### src/rtl/mod_148_4_6_plca_status_ctrl_pkg.sv
// rtl/mod_148_4_6_plca_status_ctrl_pkg.sv - shared state encodings and timer default for the PLCA status block
package mod_148_4_6_plca_status_ctrl_pkg;

  // Minimum plca_status_timer duration, in 10 Mb/s bit times.
  localparam int unsigned TIMER_BT_DEFAULT = 130090;

  typedef enum logic [1:0] {
    ST_DISABLED   = 2'd0,
    ST_INACTIVE   = 2'd1,
    ST_ACTIVE     = 2'd2,
    ST_HYSTERESIS = 2'd3
  } plca_state_e;

endpackage

### src/rtl/mod_148_4_6_status_timer.sv
// rtl/mod_148_4_6_status_timer.sv - plca_status_timer: bit-time hysteresis counter with registered done/not_done
//
// Ports:
//   clk, reset : rising-edge clock, synchronous active-high reset
//   start      : restart the timer at count 0 (running, not expired)
//   clear      : stop the timer, count 0, both flags low (dominates start/tick)
//   tick       : one-cycle bit-time strobe, already qualified by the caller
//   done       : expired; held until the next start or clear
//   not_done   : started and not yet expired
module mod_148_4_6_status_timer
  import mod_148_4_6_plca_status_ctrl_pkg::*;
#(
  parameter int unsigned TIMER_BT = TIMER_BT_DEFAULT,
  parameter int unsigned CNT_W    = 18
) (
  input  logic clk,
  input  logic reset,
  input  logic start,
  input  logic clear,
  input  logic tick,
  output logic done,
  output logic not_done
);

  localparam logic [CNT_W-1:0] LIMIT = CNT_W'(TIMER_BT);

  logic [CNT_W-1:0] count_q, count_d;
  logic             done_q, done_d;
  logic             not_done_q, not_done_d;
  logic             advance;

  // Only a running timer counts; the LIMIT guard keeps the count saturated.
  assign advance = tick && not_done_q && (count_q != LIMIT);

  always_comb begin
    count_d    = count_q;
    done_d     = done_q;
    not_done_d = not_done_q;
    if (clear) begin
      count_d    = '0;
      done_d     = 1'b0;
      not_done_d = 1'b0;
    end else if (start) begin
      count_d    = '0;
      done_d     = 1'b0;
      not_done_d = 1'b1;
    end else if (advance) begin
      count_d = count_q + CNT_W'(1);
      // Expiry happens on the tick that reaches LIMIT; done shows one clk later.
      if (count_q == LIMIT - CNT_W'(1)) begin
        done_d     = 1'b1;
        not_done_d = 1'b0;
      end
    end
  end

  always_ff @(posedge clk) begin
    if (reset) begin
      count_q    <= '0;
      done_q     <= 1'b0;
      not_done_q <= 1'b0;
    end else begin
      count_q    <= count_d;
      done_q     <= done_d;
      not_done_q <= not_done_d;
    end
  end

  assign done     = done_q;
  assign not_done = not_done_q;

endmodule

### src/rtl/mod_148_4_6_plca_status_ctrl.sv
// rtl/mod_148_4_6_plca_status_ctrl.sv - PLCA status state machine with hysteresis timer
//
// Ports:
//   clk, reset                 : rising-edge clock, synchronous active-high reset
//   bit_tick                   : one-cycle strobe per bit time
//   plca_en                    : PLCA enable; low forces DISABLED
//   plca_active                : beacon activity from the PLCA control FSM
//   plca_status                : 1 = OK, 0 = FAIL (registered)
//   plca_status_timer_done     : hysteresis timer expired
//   plca_status_timer_not_done : hysteresis timer running
//   status_chg                 : one-cycle pulse coincident with a plca_status change
//   state                      : current state code
module mod_148_4_6_plca_status_ctrl
  import mod_148_4_6_plca_status_ctrl_pkg::*;
#(
  parameter int unsigned TIMER_BT = TIMER_BT_DEFAULT,
  parameter int unsigned CNT_W    = 18
) (
  input  logic       clk,
  input  logic       reset,
  input  logic       bit_tick,
  input  logic       plca_en,
  input  logic       plca_active,
  output logic       plca_status,
  output logic       plca_status_timer_done,
  output logic       plca_status_timer_not_done,
  output logic       status_chg,
  output logic [1:0] state
);

  plca_state_e state_q, state_d;
  logic        status_q, status_d;
  logic        status_chg_q;
  logic        timer_start, timer_clear, timer_tick;
  logic        timer_done, timer_not_done;

  always_comb begin
    state_d = state_q;
    if (!plca_en) begin
      state_d = ST_DISABLED;
    end else begin
      unique case (state_q)
        ST_DISABLED:   state_d = ST_INACTIVE;
        ST_INACTIVE:   if (plca_active) state_d = ST_ACTIVE;
        ST_ACTIVE:     if (!plca_active) state_d = ST_HYSTERESIS;
        // Returning activity wins over a simultaneous expiry.
        ST_HYSTERESIS: begin
          if (plca_active)     state_d = ST_ACTIVE;
          else if (timer_done) state_d = ST_INACTIVE;
        end
        default:       state_d = ST_DISABLED;
      endcase
    end
  end

  // Timer controls are derived from the transition so the timer flags settle
  // on the same edge as the state change.
  assign timer_start = (state_d == ST_HYSTERESIS) && (state_q != ST_HYSTERESIS);
  assign timer_clear = (state_d == ST_DISABLED) ||
                       ((state_q == ST_HYSTERESIS) && (state_d == ST_ACTIVE));
  assign timer_tick  = bit_tick && (state_q == ST_HYSTERESIS);

  assign status_d = (state_d == ST_ACTIVE) || (state_d == ST_HYSTERESIS);

  always_ff @(posedge clk) begin
    if (reset) begin
      state_q      <= ST_DISABLED;
      status_q     <= 1'b0;
      status_chg_q <= 1'b0;
    end else begin
      state_q      <= state_d;
      status_q     <= status_d;
      status_chg_q <= status_d ^ status_q;
    end
  end

  mod_148_4_6_status_timer #(
    .TIMER_BT (TIMER_BT),
    .CNT_W    (CNT_W)
  ) u_status_timer (
    .clk      (clk),
    .reset    (reset),
    .start    (timer_start),
    .clear    (timer_clear),
    .tick     (timer_tick),
    .done     (timer_done),
    .not_done (timer_not_done)
  );

  assign plca_status                = status_q;
  assign plca_status_timer_done     = timer_done;
  assign plca_status_timer_not_done = timer_not_done;
  assign status_chg                 = status_chg_q;
  assign state                      = state_q;

endmodule

### config.mk
export PLATFORM = sky130hd
export DESIGN_NAME = mod_148_4_6_plca_status_ctrl
export DESIGN_NICKNAME = d
export VERILOG_FILES = /design/src/rtl/mod_148_4_6_plca_status_ctrl_pkg.sv /design/src/rtl/mod_148_4_6_status_timer.sv /design/src/rtl/mod_148_4_6_plca_status_ctrl.sv
export SDC_FILE = /design/constraint.sdc
export NUM_CORES = 1
export LEC_CHECK = 0
export CAP_MARGIN = 0
export CORE_MARGIN = 4
export CORE_UTILIZATION = 35
export CTS_CLUSTER_DIAMETER = 120
export CTS_CLUSTER_SIZE = 20
export DETAILED_ROUTE_END_ITERATION = 6
export PLACE_DENSITY_LB_ADDON = 0.1
export SETUP_SLACK_MARGIN = 0.3
export SLEW_MARGIN = 20
export SYNTH_ARGS = -nofsm -noshare
export SYNTH_HDL_FRONTEND = slang
export SYNTH_HIERARCHICAL = 1
export SYNTH_SLANG_ARGS = --single-unit
### constraint.sdc
create_clock -name clk -period 2.3 [get_ports clk]
set_input_delay 0.345 -clock clk [delete_from_list [all_inputs] [get_ports clk]]
set_output_delay 0.345 -clock clk [all_outputs]
set_load 0.02 [all_outputs]
==> key figures, run 1 <==
Status
  – Outcome: complete, no violations

Yosys
  – Sequential share of the synthesized area: 39.1%
  – Synth Area in Compound Gates: 11.2%
  – Count leader, synth: dfxtp_1
  – Ys Warns: 6
  – Yosys reg bits: 24
  – Post-Syn Nets: 149
  – Share of the synthesized area in the top cell type: 39.1%
  – Yosys cell types: 39
  – Most frequent cells after synthesis: dfxtp_1, nor2_1, nand2_1
  – Post-synthesis adder-cell area fraction: 3.05%
  – Post-synthesis mux area share: 0.916%
  – Largest family of logic cells by synthesized area: simple AND/OR/NAND/NOR gates
  – Area leader, netlist: dfxtp_1
  – Synth Area per Inst: 8.71 µm²
  – Mapped Cells: 141
  – Async S/R FF share, synth: 0%
  – EDFF count, synth: 0
  – Synth area leaders: dfxtp_1, nor2_1, xor2_1
  – Synth Area in Simple Gates: 36.2%
  – Main synth FF type: dfxtp_1
  – Syn Std Cell Area: 0.00123 mm²
  – Post-Synth XOR/XNOR Area: 7.13%

Place
  – PortBufs: 10
  – Dpl cell area: 0.00143 mm²
  – Placed Cells: 201
  – Final RePlAce weighted congestion: 0.767
  – DP Wirelength: 2050 µm
  – Post-place setup slack: 55.2 ps

Setup path
  – CP max FO: 6
  – Slowest stage delay, CP: 540 ps
  – CP max-delay cell: or4_4
  – Startpoint type of the worst setup path: input port
  – WP data required: 2560 ps
  – CP Capture Type: register
  – Top delay family on crit path: simple AND/OR/NAND/NOR gates
  – Critical path type: in2reg
  – Crit path cell chain: clkdlybuf4s50_1 -> and3_1 -> nand4_1 -> or4_4 -> or3_1 -> a21oi_1
  – CP arrival: 2170 ps
  – Critical path buffer and inverter count: 1

Routing
  – Drt drc: 0
  – 1st-pass router iterations: 4
  – Via count: 1079
  – DR iter-0 viols: 37
  – WL final: 2680 µm
  – Post-DRT Antenna Nets: 0
  – WL per Instance: 13.1 µm
  – Vias per inst: 5.26

Clocking
  – Num CTS Buffers: 3
  – CTS H-Tree Depth: 1
  – CTS Buffer Depth: 2
  – Worst skew pair latency: 320 ps
  – CTS Sinks: 24
  – CTS root buffer: clkbuf_4
  – Clock-pin slew on the worst setup and hold paths: 140 ps
  – CTS tree: built

STA
  – Period utilisation layout: 82.9%
  – Clock Skews: 9.60 ps
  – Final Critical Period: 1910 ps
  – Final Hold Violating Endpoints: 0
  – Final setup TNS: 0 ps
  – RSZ-0062 raised after global routing: no
  – Final setup fails: 0
  – Slew @ Worst Pin: 465 ps
  – WHS: 525 ps
  – PnR worst setup slack: 393 ps
  – Slew Limit Fails: 0
  – Max-slew headroom: 68.8%
  – Fmax: 525 MHz

Global routing
  – Vias in the first global route: 1057
  – Congestion Overflow GR: 0
  – Antenna violations before repair: 0
  – Largest net degree at the start of global routing: 15
  – Gr usage total: 13.2%
  – First-pass GRT wire length: 4650 µm

Layout
  – Layout cells sized above 1: 14.5%
  – NumNets Final: 168
  – Syn-to-layout area delta: 21.1%
  – Final instance area: 0.00149 mm²
  – Final Non-Filler Cells: 205
  – Ant diodes: 0

Die
  – Die ar.: 0.00452 mm²
  – Core area: 0.00336 mm²
  – Boundary Pins: 11
  – Initial Utilization: 36.5%
  – Die height: 67.3 µm
  – Site Rows: 21
  – DIE WIDTH: 67.3 µm

Pwr
  – Clock Power Share: 40.0%
  – Cell internal pwr: 0.000612 W
  – Max IR drop VDD: 0.237 mV
  – Leak pwr: 0.510 nW
  – Sw frac: 19.7%
  – Logic pwr share: 4.8%
  – Part of the power in registers: 55.2%
  – Switching power total: 0.000150 W
  – PwrDens: 513 mW/mm²

Flow run
  – Max Cap Viol: 0

Min path
  – Worst min path class: reg2reg
## worst register-to-register path: stages, from the launching register on
cell and delay [ps]:
dfxtp_1 390, or4_1 530, nor4b_1 410, a41oi_1 170
a211oi_1 270
## sequential cells by signal, indices dropped and copies added, names as in the netlist
register	count
u_status_timer/count_q	18
state	2
plca_status	1
status_chg	1
u_status_timer/done	1
u_status_timer/not_done	1
## cell usage in the layout, fill, tap and decap left out, types with 4 or more instances in the layout
cell             count
a21oi_1              6
and3_1               4
buf_4                8
clkdlybuf4s50_1     10
dfxtp_1             21
inv_1                4
nand2_1             10
nand3_1              8
nand4_1              6
nor2_1              15
nor3_1               4
o21ai_0              7
or3_1                6
xnor2_1              4
xor2_1               6
## logic make-up (layout without fill, tap and decap cells)
logic type               after synthesis  in the layout
AO/OA/AOI/OAI                         21             21
XOR/XNOR                              10             10
adder cells (fa/ha/maj)                3              3
buffers and inverters                  8             26
flip-flops                            24             24
multiplexers                           1              1
AND/OR/NAND/NOR                       74             74
## path summary, 6_finish.rpt
check	start	endpoint	slack (ps)	cells past startpoint
max	bit_tick	u_status_timer/count_q[17]	390	6
min	u_status_timer/done	u_status_timer/done	530	1
max reg2reg	u_status_timer/count_q[6]	u_status_timer/count_q[1]	440	4
min reg2reg	u_status_timer/done	u_status_timer/done	530	1
## power groups by stage
stage	combinational (W)	sequential, W	clock [W]
detailed placement	0.0000366	0.000430	0
global route	0.0000401	0.000422	0.000339
CTS	0.0000368	0.000421	0.000321
floorplan	0.0000115	0.000433	0
global placement	0.0000359	0.000430	0
finish	0.0000363	0.000421	0.000305
## layout make-up
class                   instances  area (µm²)
clock inverters                 1        30.0
flip-flops and latches         24         484
well taps                      46        57.6
multi-input cells             109         718
repair buffers                 18         160
inverters                       4        15.0
fillers                       381        1880
clock buffers                   3        22.5
## per-layer routing
layer | GRT usage [%] | routed length [µm] | vias to the layer above
met1 | 18.2 | 1360 | 501
met5 | 0 | 0 | -
li1 | - | - | 564
met2 | 20.7 | 1250 | 12
met3 | 2.50 | 58 | 2
met4 | 4.56 | 16 | 0
## timing repair
| action | 4_1_cts | 5_1_grt |
|---|---|---|
| setup buffers | 0 | 0 |
| endpoints found under the setup margin | 0 | 5 |
| gates resized for setup | 0 | 3 |
| hold buffers | 0 | 0 |
## stage by stage
step | total power [W] | util (%)
2_1_floorplan | 0.000444 | -
3_3_place_gp | 0.000466 | 42.6
3_5_place_dp | 0.000467 | 42.6
4_1_cts | 0.000778 | 44.1
5_1_grt | 0.000802 | 44.2
6_report | 0.000763 | 44.2
Note: power is estimated with default switching activity, not from simulation.
==> run 2, diff against run 1 <==
- clock period: 2.3 -> 1.6 ns (I/O delays scaled with it)
==> key figures, run 2 (same netlist as run 1, synthesis figures left out) <==
Layout
  – FILL cells: 334
  – Multi-input gate area: 915 µm²
  – Most frequent cells in the layout: buf_4, nor2_1, dfxtp_1
  – Max reg flops: 18
  – Commonest non-fill, non-tap cell in the layout: buf_4
  – Syn-to-layout area delta: 54.9%
  – Layout cells sized above 1: 46.2%
  – Final instance area: 0.00190 mm²
  – NumNets Final: 195
  – Reg area: 507 µm²
  – Final Util: 56.6%
  – Ant diodes: 0
  – Most flops, register: u_status_timer/count_q

Clocking
  – Hold-fix buffers, CTS: 0
  – Clock-pin slew on the worst setup and hold paths: 130 ps
  – CTS Sinks: 24
  – CTS H-Tree Depth: 1
  – Num CTS Buffers: 3
  – CTS tree: built
  – CTS Buffer Depth: 2
  – Worst skew pair latency: 310 ps
  – CTS root buffer: clkbuf_4

Pwr
  – PwrDens: 498 mW/mm²
  – Logic pwr share: 8.4%
  – Leak pwr: 0.694 nW
  – Cell internal pwr: 0.000734 W
  – Switching power total: 0.000213 W
  – Sw frac: 22.5%
  – Max IR drop VDD: 0.325 mV
  – Part of the power in registers: 63.0%
  – Clock Power Share: 28.6%

Setup path
  – Crit path cell chain: clkdlybuf4s50_1 -> and3_4 -> nand4_1 -> or4_4 -> or3_1 -> a21oi_1
  – Startpoint type of the worst setup path: input port
  – WP data required: 1840 ps
  – CP max FO: 6
  – Critical path buffer and inverter count: 1
  – CP Capture Type: register
  – Slowest stage delay, CP: 470 ps
  – CP arrival: 1990 ps
  – Critical path type: in2reg
  – CP max-delay cell: clkdlybuf4s50_1
  – Top delay family on crit path: simple AND/OR/NAND/NOR gates

Place
  – PortBufs: 10
  – Dpl cell area: 0.00161 mm²
  – DP Wirelength: 2220 µm
  – Final RePlAce weighted congestion: 0.844
  – Post-place setup slack: -453 ps

STA
  – Clock Skews: 5.99 ps
  – Max-slew headroom: 78.5%
  – Slew @ Worst Pin: 322 ps
  – Period utilisation layout: 109%
  – Final setup TNS: -721 ps
  – Fmax: 572 MHz
  – RSZ-0062 raised after global routing: yes
  – Slew Limit Fails: 0
  – Final Hold Violating Endpoints: 0
  – PnR worst setup slack: -147 ps
  – WHS: 525 ps
  – Final Critical Period: 1750 ps
  – Final setup fails: 7

Die
  – Die ar.: 0.00452 mm²
  – Site Rows: 21
  – Boundary Pins: 11
  – Initial Utilization: 36.5%
  – Core area: 0.00336 mm²
  – Die height: 67.3 µm
  – DIE WIDTH: 67.3 µm

Global routing
  – Congestion Overflow GR: 0
  – Vias in the first global route: 1185
  – Antenna violations before repair: 0
  – Gr usage total: 15.4%
  – Largest net degree at the start of global routing: 14
  – First-pass GRT wire length: 5400 µm

Routing
  – 1st-pass router iterations: 4
  – Drt drc: 0
  – Vias per inst: 5.12
  – DR iter-0 viols: 36
  – WL per Instance: 13.2 µm
  – Post-DRT Antenna Nets: 0
  – Via count: 1188
  – WL final: 3050 µm

Flow run
  – Max Cap Viol: 0

Status
  – Failing checks: setup timing
  – Outcome: finished with violations

Min path
  – Worst min path class: reg2reg
-- run 2: timing repair --
| item | 4_1_cts | 5_1_grt |
|---|---|---|
| pin swaps | 11 | 13 |
| endpoints found under the setup margin | 27 | 24 |
| setup buffers | 3 | 5 |
| resized for setup | 42 | 29 |
-- run 2: routing by layer --
layer,wire length (µm),track usage (%)
met4,21,3.54
met2,1420,23.9
met3,86,3.83
met5,0,0
met1,1530,21.3
-- run 2: final timing paths --
path	startpoint	endpoint	slack, ps	cells past startpoint
setup reg to reg	state[1]	u_status_timer/count_q[15]	-130	5
hold / removal	u_status_timer/done	u_status_timer/done	520	1
hold reg to reg	u_status_timer/done	u_status_timer/done	520	1
setup / recovery	bit_tick	u_status_timer/count_q[15]	-150	6
-- run 2: power groups by stage --
stage	clock [W]	combinational, W	sequential [W]
after floorplan	0	0.0000167	0.000620
after global placement	0	0.0000594	0.000615
after detailed placement	0	0.0000603	0.000616
after CTS	0.000288	0.0000623	0.000600
after global routing	0.000315	0.0000868	0.000598
final	0.000271	0.0000797	0.000597
-- run 2: layout make-up --
cell class	instances	area share, %
multi-input combinational	109	48.1
sequential	24	26.6
timing repair buffer	45	20.1
tap	46	3.02
clock buffer	4	1.38
inverter	4	0.789
-- run 2: worst reg2reg max path, stage by stage (launching register included) --
cell	delay, ps
dfxtp_4	380
and3_4	220
nand4_1	120
or4_4	460
or3_1	330
a21oi_1	160
-- run 2: per-stage QoR --
stage / std cells / total power (W)
floorplan: 141 / 0.000637
global placement: 220 / 0.000675
detailed placement: 220 / 0.000676
CTS: 227 / 0.000951
global route: 232 / 0.00100
finish: 232 / 0.000947
==> run 3, diff against run 2 <==
- SYNTH_HIERARCHICAL: 1 -> default
- clock period: 1.6 -> 2.3 ns (I/O delays scaled with it)
==> key figures, run 3 <==
Yosys
  – Yosys cell types: 35
  – Share of the synthesized area in the top cell type: 38.7%
  – Async S/R FF share, synth: 0%
  – Yosys reg bits: 24
  – Count leader, synth: dfxtp_1
  – Syn Std Cell Area: 0.00124 mm²
  – Area leader, netlist: dfxtp_1
  – Synth area leaders: dfxtp_1, mux2i_1, a21oi_1
  – Post-Syn Nets: 151
  – Synth Area per Inst: 8.67 µm²
  – Most frequent cells after synthesis: dfxtp_1, nand2_1, nor2_1
  – EDFF count, synth: 0
  – Sequential share of the synthesized area: 38.7%
  – Ys Warns: 0
  – Mapped Cells: 143
  – Main synth FF type: dfxtp_1

Routing
  – 1st-pass router iterations: 4
  – Drt drc: 0
  – Met3 routed WL: 61 µm
  – Vias per inst: 5.49
  – DR iter-0 viols: 62
  – WL final: 2720 µm
  – Post-DRT Antenna Nets: 0
  – Metal2 WL: 1190 µm
  – Via count: 1119
  – WL per Instance: 13.3 µm
  – DR top layer: met4
  – M1 WL: 1400 µm

Setup path
  – CP arrival: 2190 ps
  – CP Capture Type: register
  – CP max FO: 5
  – Crit path cell chain: ha_1 -> nand2_1 -> or4_4 -> or4_1 -> a21oi_1
  – CP max-delay cell: or4_4
  – Critical path type: reg2reg
  – Slowest stage delay, CP: 580 ps
  – Startpoint type of the worst setup path: register
  – WP data required: 2550 ps

Layout
  – Ant diodes: 0
  – Layout cells sized above 1: 13.3%
  – Syn-to-layout area delta: 19.7%
  – Final Util: 43.8%
  – Commonest non-fill, non-tap cell in the layout: dfxtp_1
  – Final Non-Filler Cells: 204
  – Most frequent cells in the layout: dfxtp_1, nand2_1, nor2_1
  – Max reg flops: 18
  – Most flops, register: u_status_timer.count_q
  – NumNets Final: 168

Place
  – PortBufs: 10
  – Post-place setup slack: -17.9 ps
  – Placed Cells: 200
  – Final RePlAce weighted congestion: 0.857
  – DP Wirelength: 2040 µm

STA
  – Final setup TNS: 0 ps
  – Period utilisation layout: 84.6%
  – Final Hold Violating Endpoints: 0
  – Slew @ Worst Pin: 443 ps
  – Clock Skews: 13.1 ps
  – WHS: 492 ps
  – Final Critical Period: 1950 ps
  – Fmax: 514 MHz
  – Max-slew headroom: 70.4%
  – PnR worst setup slack: 354 ps
  – RSZ-0062 raised after global routing: yes
  – Slew Limit Fails: 0
  – Final setup fails: 0

Clocking
  – Worst skew pair latency: 320 ps
  – CTS root buffer: clkbuf_4
  – CTS Buffer Depth: 2
  – Hold-fix buffers, CTS: 0
  – Clock-pin slew on the worst setup and hold paths: 130 ps
  – CTS H-Tree Depth: 1
  – Num CTS Buffers: 3
  – CTS tree: built
  – CTS Sinks: 24

Global routing
  – Largest net degree at the start of global routing: 14
  – First-pass GRT wire length: 4610 µm
  – Vias in the first global route: 1000
  – Antenna violations before repair: 0
  – Gr usage total: 13.4%
  – Congestion Overflow GR: 0

Die
  – Site Rows: 21
  – Core area: 0.00339 mm²
  – Die height: 67.5 µm
  – Boundary Pins: 11
  – Die ar.: 0.00456 mm²
  – DIE WIDTH: 67.5 µm
  – Initial Utilization: 36.6%

Pwr
  – Max IR drop VDD: 0.202 mV
  – Leak pwr: 0.439 nW
  – PwrDens: 433 mW/mm²

Flow run
  – Max Cap Viol: 0

Min path
  – Worst min path class: reg2reg

Status
  – Outcome: complete, no violations
run 3: changes by cell type after synthesis, sizes merged, moves of 4 or more:
cell	delta
and3	-4
mux2i	+5
nand2b	+4
nand3	-4
nor2	-4
run 3: area by class of cell:
| cell class | count | area [µm²] |
|---|---|---|
| fill | 324 | 1910 |
| multi-input combinational | 109 | 751 |
| sequential | 24 | 485 |
| timing repair buffer | 16 | 145 |
| tap | 46 | 57.6 |
| clock buffer | 3 | 22.5 |
| inverter | 6 | 22.5 |
run 3: worst paths after layout:
path / depth (start not counted) / slack [ps] / from / endpoint
max reg2reg: 5 / 350 / u_status_timer.count_q[0] / u_status_timer.count_q[14]
max: 5 / 350 / u_status_timer.count_q[0] / u_status_timer.count_q[14]
min: 2 / 490 / u_status_timer.count_q[17] / u_status_timer.count_q[17]
min reg2reg: 2 / 490 / u_status_timer.count_q[17] / u_status_timer.count_q[17]
run 3: cell families (layout without fill, tap and decap cells):
group | Yosys count | in the layout | share of synthesized area (%)
fa+ha+maj | 3 | 3 | 3.03
compound gates | 25 | 25 | 12.7
mux | 5 | 5 | 4.04
buf+inv | 10 | 25 | 3.03
xor+xnor | 8 | 8 | 5.65
simple gates | 68 | 68 | 32.8
flops | 24 | 24 | 38.7
run 3: report_power, final:
| part | switching [W] | total, W | leakage (nW) | internal (W) |
|---|---|---|---|---|
| Sequential | 0.00000361 | 0.000422 | 0.195 | 0.000418 |
| Clock | 0.000123 | 0.000185 | 0.0138 | 0.0000614 |
| Combinational | 0.0000189 | 0.0000361 | 0.229 | 0.0000172 |
run 3: layer usage:
layer / GRT usage [%] / up-vias
met5: 0 / -
met4: 6.08 / 0
met3: 3.00 / 10
li1: - / 560
met1: 18.6 / 534
met2: 19.4 / 15
run 3: per-stage QoR:
| step | power (W) | cell area (µm²) |
|---|---|---|
| after global routing | 0.000672 | 1480 |
| after CTS | 0.000646 | 1450 |
| after global placement | 0.000467 | 1420 |
| after floorplan | 0.000449 | 1240 |
| final | 0.000643 | 1480 |
| after detailed placement | 0.000467 | 1420 |
run 3: repair_timing:
item / 4_1_cts / 5_1_grt
pin swaps: 0 / 1
gates resized for setup: 2 / 7
setup endpoints to repair: 2 / 4
setup buffers: 0 / 1
run 3: critical path: cells and delay by family, from the launching register on:
family | cells | cell delay, ps
simple gates | 3 | 1130
flops | 1 | 400
fa+ha+maj | 1 | 200
compound gates | 1 | 150
